[src/rtl/mem_port_arbiter.sv]
// Round-robin N-client arbiter sharing one MCB user port (cmd/wr/rd FIFOs), single-word transactions.
// Latency: write ack 3 cycles after grant; read ack the cycle after the rd word is popped.
// Backpressure: cmd/wr full and rd empty stall in place. ARB_TIMEOUT_EN adds a read-wait timeout.
module mem_port_arbiter #(
  parameter int NUM_CLIENTS    = 4,
  parameter int ADDR_BITS      = 30,
  parameter int TIMEOUT_CYCLES = 1024
) (
  input  logic                             clk,
  input  logic                             rst_n,
  input  logic [NUM_CLIENTS-1:0]           cl_req,
  input  logic [NUM_CLIENTS-1:0]           cl_we,
  input  logic [NUM_CLIENTS*ADDR_BITS-1:0] cl_addr,
  input  logic [NUM_CLIENTS*32-1:0]        cl_wdata,
  input  logic [NUM_CLIENTS*4-1:0]         cl_wmask,
  output logic [NUM_CLIENTS-1:0]           cl_ack,
  output logic [31:0]                      cl_rdata,
  output logic                             busy,
  output logic                             err,
  output logic                             mem_cmd_en,
  output logic [2:0]                       mem_cmd_instr,
  output logic [5:0]                       mem_cmd_bl,
  output logic [ADDR_BITS-1:0]             mem_cmd_byte_addr,
  input  logic                             mem_cmd_full,
  output logic                             mem_wr_en,
  output logic [3:0]                       mem_wr_mask,
  output logic [31:0]                      mem_wr_data,
  input  logic                             mem_wr_full,
  output logic                             mem_rd_en,
  input  logic [31:0]                      mem_rd_data,
  input  logic                             mem_rd_empty
);

  localparam int PTR_W = (NUM_CLIENTS > 1) ? $clog2(NUM_CLIENTS) : 1;

  if (NUM_CLIENTS < 1 || NUM_CLIENTS > 8 || ADDR_BITS < 3 || TIMEOUT_CYCLES < 1) begin : g_param_check
    $error("mem_port_arbiter: parameter out of range");
  end

  typedef enum logic [2:0] {
    S_IDLE,
    S_WR_PUSH,
    S_CMD,
    S_RD_WAIT,
    S_DONE
  } state_t;

  typedef struct packed {
    logic                 we;
    logic [ADDR_BITS-1:0] addr;
    logic [31:0]          wdata;
    logic [3:0]           wmask;
  } req_t;

  state_t             state_q, state_d;
  logic [PTR_W-1:0]   rr_ptr_q, rr_ptr_d;
  logic [PTR_W-1:0]   grant_q, grant_d;
  req_t               req_q, req_d;
  logic [31:0]        rdata_q, rdata_d;
  req_t               cl_arr [NUM_CLIENTS];
  logic               found;
  logic [PTR_W-1:0]   pick;
  logic [PTR_W-1:0]   rr_next;

`ifdef ARB_TIMEOUT_EN
  localparam int TO_W = $clog2(TIMEOUT_CYCLES + 1);
  logic [TO_W-1:0] to_cnt_q, to_cnt_d;
  logic            err_q, err_d;
`endif

  for (genvar i = 0; i < NUM_CLIENTS; i++) begin : g_unpack
    assign cl_arr[i].we    = cl_we[i];
    assign cl_arr[i].addr  = cl_addr[i*ADDR_BITS +: ADDR_BITS];
    assign cl_arr[i].wdata = cl_wdata[i*32 +: 32];
    assign cl_arr[i].wmask = cl_wmask[i*4 +: 4];
  end

  // Scan from rr_ptr upward, wrapping, and take the first active request.
  always_comb begin
    int idx;
    logic [PTR_W-1:0] idx_p;
    idx   = 0;
    idx_p = '0;
    found = 1'b0;
    pick  = rr_ptr_q;
    for (int k = 0; k < NUM_CLIENTS; k++) begin
      idx = int'(rr_ptr_q) + k;
      if (idx >= NUM_CLIENTS) idx = idx - NUM_CLIENTS;
      idx_p = PTR_W'(idx);
      if (!found && cl_req[idx_p]) begin
        found = 1'b1;
        pick  = idx_p;
      end
    end
  end

  always_comb begin
    int nxt;
    nxt = int'(grant_q) + 1;
    if (nxt >= NUM_CLIENTS) nxt = 0;
    rr_next = PTR_W'(nxt);
  end

  always_comb begin
    state_d    = state_q;
    rr_ptr_d   = rr_ptr_q;
    grant_d    = grant_q;
    req_d      = req_q;
    rdata_d    = rdata_q;
    mem_wr_en  = 1'b0;
    mem_cmd_en = 1'b0;
    mem_rd_en  = 1'b0;
    cl_ack     = '0;
`ifdef ARB_TIMEOUT_EN
    to_cnt_d   = '0;
    err_d      = err_q;
`endif
    case (state_q)
      S_IDLE: begin
        if (found) begin
          grant_d = pick;
          req_d   = cl_arr[pick];
          state_d = cl_arr[pick].we ? S_WR_PUSH : S_CMD;
        end
      end
      S_WR_PUSH: begin
        mem_wr_en = !mem_wr_full;
        if (!mem_wr_full) state_d = S_CMD;
      end
      S_CMD: begin
        mem_cmd_en = !mem_cmd_full;
        if (!mem_cmd_full) state_d = req_q.we ? S_DONE : S_RD_WAIT;
      end
      S_RD_WAIT: begin
        mem_rd_en = !mem_rd_empty;
        if (!mem_rd_empty) begin
          rdata_d = mem_rd_data;
          state_d = S_DONE;
        end
`ifdef ARB_TIMEOUT_EN
        else if (to_cnt_q == TO_W'(TIMEOUT_CYCLES - 1)) begin
          // Give up on the read but still ack, so the client is never wedged.
          err_d   = 1'b1;
          rdata_d = 32'hDEAD_BEEF;
          state_d = S_DONE;
        end else begin
          to_cnt_d = to_cnt_q + 1'b1;
        end
`endif
      end
      S_DONE: begin
        cl_ack[grant_q] = 1'b1;
        rr_ptr_d        = rr_next;
        state_d         = S_IDLE;
      end
      default: state_d = S_IDLE;
    endcase
  end

  always_ff @(posedge clk) begin
    if (!rst_n) begin
      state_q  <= S_IDLE;
      rr_ptr_q <= '0;
      grant_q  <= '0;
      req_q    <= '0;
      rdata_q  <= '0;
`ifdef ARB_TIMEOUT_EN
      to_cnt_q <= '0;
      err_q    <= 1'b0;
`endif
    end else begin
      state_q  <= state_d;
      rr_ptr_q <= rr_ptr_d;
      grant_q  <= grant_d;
      req_q    <= req_d;
      rdata_q  <= rdata_d;
`ifdef ARB_TIMEOUT_EN
      to_cnt_q <= to_cnt_d;
      err_q    <= err_d;
`endif
    end
  end

`ifdef ARB_TIMEOUT_EN
  assign err = err_q;
`else
  assign err = 1'b0;
`endif

  assign busy              = (state_q != S_IDLE);
  assign cl_rdata          = rdata_q;
  assign mem_cmd_instr     = req_q.we ? 3'b000 : 3'b001;
  assign mem_cmd_bl        = 6'd0;
  assign mem_cmd_byte_addr = {req_q.addr[ADDR_BITS-1:2], 2'b00};
  assign mem_wr_mask       = req_q.wmask;
  assign mem_wr_data       = req_q.wdata;

endmodule

[config.mk]
export PLATFORM = sky130hd
export DESIGN_NAME = mem_port_arbiter
export DESIGN_NICKNAME = d
export VERILOG_FILES = /design/src/rtl/mem_port_arbiter.sv
export SDC_FILE = /design/constraint.sdc
export NUM_CORES = 1
export LEC_CHECK = 0
export CAP_MARGIN = 20
export CELL_PAD_IN_SITES_DETAIL_PLACEMENT = 0
export CELL_PAD_IN_SITES_GLOBAL_PLACEMENT = 1
export CORE_MARGIN = 2
export CORE_UTILIZATION = 23
export DETAILED_ROUTE_END_ITERATION = 10
export GPL_TIMING_DRIVEN = 0
export PLACE_DENSITY_LB_ADDON = 0.1
export SETUP_SLACK_MARGIN = 0.2
export SLEW_MARGIN = 20
export SYNTH_ARGS = -nofsm -noshare
export SYNTH_HDL_FRONTEND = slang
export SYNTH_SLANG_ARGS = --single-unit
[constraint.sdc]
create_clock -name clk -period 1.8 [get_ports clk]
set_input_delay 0.27 -clock clk [delete_from_list [all_inputs] [get_ports clk]]
set_output_delay 0.27 -clock clk [all_outputs]
set_load 0.01 [all_outputs]
==> run metrics <==
outcome=complete, but fails checks; failing checks=negative setup slack; initial core utilization=0.236; worst reg2reg endpoint=mem_wr_data[20]; GRT Total Usage=0.181; core area=roughly 0.026 sq mm; area grow syn2layout=102%; first-pass iteration count of the detailed router=4; Netlist cell types=35; internal reg-to-reg setup slack=-0.05 ns; sequential-to-total area share from yosys stat=0.337; post-synthesis register bit count=104; final worst path period share=1.03; type of the most critical hold path=primary input to register; Leak=approximately 5.0 nW; Clock transition at path regs=0.09 ns; Crit path largest cell delay=about 0.37 ns; Die H=168 microns; number of enable flip-flop cells after synthesis=0; peak supply drop=roughly 0.49 mV; clk buf depth=2; # IOs=between 400 and 500; DRT Wirelength=about 27,000 microns; count leader, synth=nand2_1; CP most frequent cell=buf_8; hold_buf cts=0; top cells by area, synth=dfxtp_1 (34%), mux2i_1 (22%), o221ai_2 (9.7%), buf_4 (9.1%), nand2_1 (8.1%); row cnt=59; final setup fails=35; die width=roughly 170 microns; Detail Route Antenna Nets=0; final core occ=0.477; global placement routability congestion=between 0.7 and 0.8; CP Cell Sequence=nand2b_4 > or3b_4 > buf_8 > clkinv_8 > buf_8 > buf_6; Final Critical Period=approximately 1.9 ns; hold path endpoint=cl_rdata[8]; clock share of power=0.185; htree depth=3; top_reg_cell synth=dfxtp_1; via density per instance=4.31; Logic pwr share=0.527; total grt overflow=0; highest-delay cell along the critical path=dfxtp_4; CP Capture Type=output port; Int Power=around 7.5 mW; Worst EP arrival=approximately 1.6 ns; total number of vias=~6,300; Global Route met1 Usage=0.200; yosys warns=0; DRT iter0 DRCs=about 170; port buffer count=slightly above 400; Crit Path Category=register to output port; RSZ-0062 raised after global routing=true; Seq pwr share=0.288; worst reg2reg startpoint=state_q[2]; area share of the largest cell type after synthesis=0.337; vias in the first global route=between 6,000 and 7,000; largest net degree at the start of global routing=22; Worst Skew=between 0.01 and 0.015 ns; layout cells sized above 1=0.298; Hold Startpoint=mem_rd_data[8]; max-slew violation count=0; Bufs and invs on worst path=4; met2 usage=0.327; Register-to-Register Path Depth=7; Avg WL per Cell=about 18 microns; Async S/R FF share, synth=0; Die ar.=roughly 0.028 sq mm; Reg area=0.00210 sq mm; Syn Inst Count=651; Root Buffer=clkbuf_16; Skew-Pair Late Insertion Delay=approximately 0.36 ns; CTS Buf Count=9; Synth top cells by count=nand2_1 (134), mux2i_1 (133), dfxtp_1 (104); Hold Violations, Final=0; Switching Fraction=0.341; DRC errors left=0; CTS sink count=approximately 100; CTS tree=done; Total Power=11.3 mW; Psw=about 3.9 mW; Worst Path Required=1.53 ns; first-pass GRT wire length=between 30,000 and 40,000 microns; footprint of the multi-input gates=a little under 0.004 sq mm; nets=about 1,400; CP Max Fanout=4; gr busiest metal=met2; crit-path leading delay family=simple AND/OR/NAND/NOR gates; synthesized area=roughly 0.0062 sq mm; WHS Path Cells=3; Fillers=2,535; Pwr per Cell Area=between 900 and 1000 mW/mm^2; cell taking the most area after synthesis=dfxtp_1; Max-cap violations=0; M3 GR Usage=0.0708; Syn Area/Cell=between 9 and 10 sq um; initial antenna violation count=2; HPWL after DPL=20,300 microns; crit start category=register; worst setup margin=-0.0549 ns; f_max=around 540 MHz
[routing by layer]
| metal | share of wire | vias up |
|---|---|---|
| li1 | - | 3193 |
| met1 | 0.39 | 2864 |
| met2 | 0.51 | 251 |
| met3 | 0.095 | 21 |
| met4 | 0.011 | 4 |
| met5 | 0.0010 | - |
[timing repair]
item	4_1_cts	5_1_grt
gates resized for setup	263	130
cloned	10	3
setup endpoints to repair	173	115
pin swaps	26	46
setup buffers	25	12
[flip-flops by register name, summed over array words and instances (netlist names)]
name               count
cl_rdata              32
grant_q                2
mem_cmd_byte_addr     28
mem_wr_data           32
mem_wr_mask            4
req_q                  1
rr_ptr_q               2
state_q                3
[cells in the final DEF, fill, tap and decap left out, types with 4 or more instances in the layout]
master	instances
clkdlybuf4s50_1	324
nand2_1	121
buf_4	104
mux2i_1	97
dfxtp_1	96
dlygate4sd2_1	68
o221ai_2	63
buf_6	25
mux2i_2	22
a21boi_1	22
clkbuf_16	15
mux2i_4	14
buf_8	12
buf_12	11
conb_1	11
nand2_2	10
nor2b_1	8
a21boi_2	6
a21oi_1	5
nor2_1	5
clkbuf_8	5
a21boi_0	5
dfxtp_2	5
dlymetal6s2s_1	5
clkinv_8	4
inv_1	4
and2_1	4
ha_1	4
buf_16	4
buf_2	4
[layout make-up]
type | instances | share of cell area
inverter | 6 | 0.00280
clock buffer | 9 | 0.0180
timing repair buffer | 455 | 0.366
antenna | 1 | 0.000200
clock inverter | 7 | 0.00691
sequential | 104 | 0.168
buffer | 121 | 0.0944
tap | 335 | 0.0335
multi-input combinational | 430 | 0.310
[kinds of logic after synthesis]
family	Yosys count	share of synthesized area
other	1	0.000607
adders and majority gates	4	0.00811
muxes	133	0.216
and+or+nand+nor	168	0.114
AOI/OAI and AO/OA	114	0.191
buffers and inverters	127	0.133
DFF	104	0.337
[worst max-delay path by stage]
stage	endpoint	startpoint	depth (start not counted)	slack, ns
6_report	mem_rd_en	state_q[2]	6	-0.05
2_1_floorplan	state_q[0]	state_q[2]	7	0.03
5_1_grt	mem_rd_en	state_q[2]	6	-0.11
3_3_place_gp	mem_cmd_byte_addr[28]	cl_req[0]	7	-1.03
3_5_place_dp	mem_cmd_byte_addr[28]	cl_req[0]	7	-1.06
4_1_cts	mem_rd_en	state_q[2]	6	-0.10
[power by group through the flow]
stage	clock network (mW)	logic (mW)	registers, mW
after floorplan	0	2.63	3.19
after global placement	0	5.02	3.24
after detailed placement	0	5.02	3.25
after CTS	2.19	5.60	3.23
after global routing	2.27	6.36	3.33
final	2.09	5.96	3.25
[stage by stage]
step / setup slack, ns / std cells / TNS [ns] / hold WS [ns] / cell area, sq um
6_report: -0.0549 / 1468 / -0.643 / 0.441 / 12500
5_1_grt: -0.109 / 1467 / -4.20 / 0.442 / 12500
4_1_cts: -0.102 / 1452 / -3.41 / 0.423 / 12000
3_5_place_dp: -1.06 / 1401 / -65.66 / 0.448 / 10700
3_3_place_gp: -1.03 / 1401 / -64.88 / 0.445 / 10700
2_1_floorplan: 0.0310 / 661 / 0 / 0.405 / 6250
[worst reg2reg max path, cell delays in order (launching register included)]
cell and delay (ns):
dfxtp_4 0.37, or3_4 0.40, a21oi_4 0.13, nand2_2 0.07, or2_4 0.29, buf_12 0.18
buf_12 0.16, o221ai_2 0.19
No activity file was read; power rests on OpenSTA's default activity.
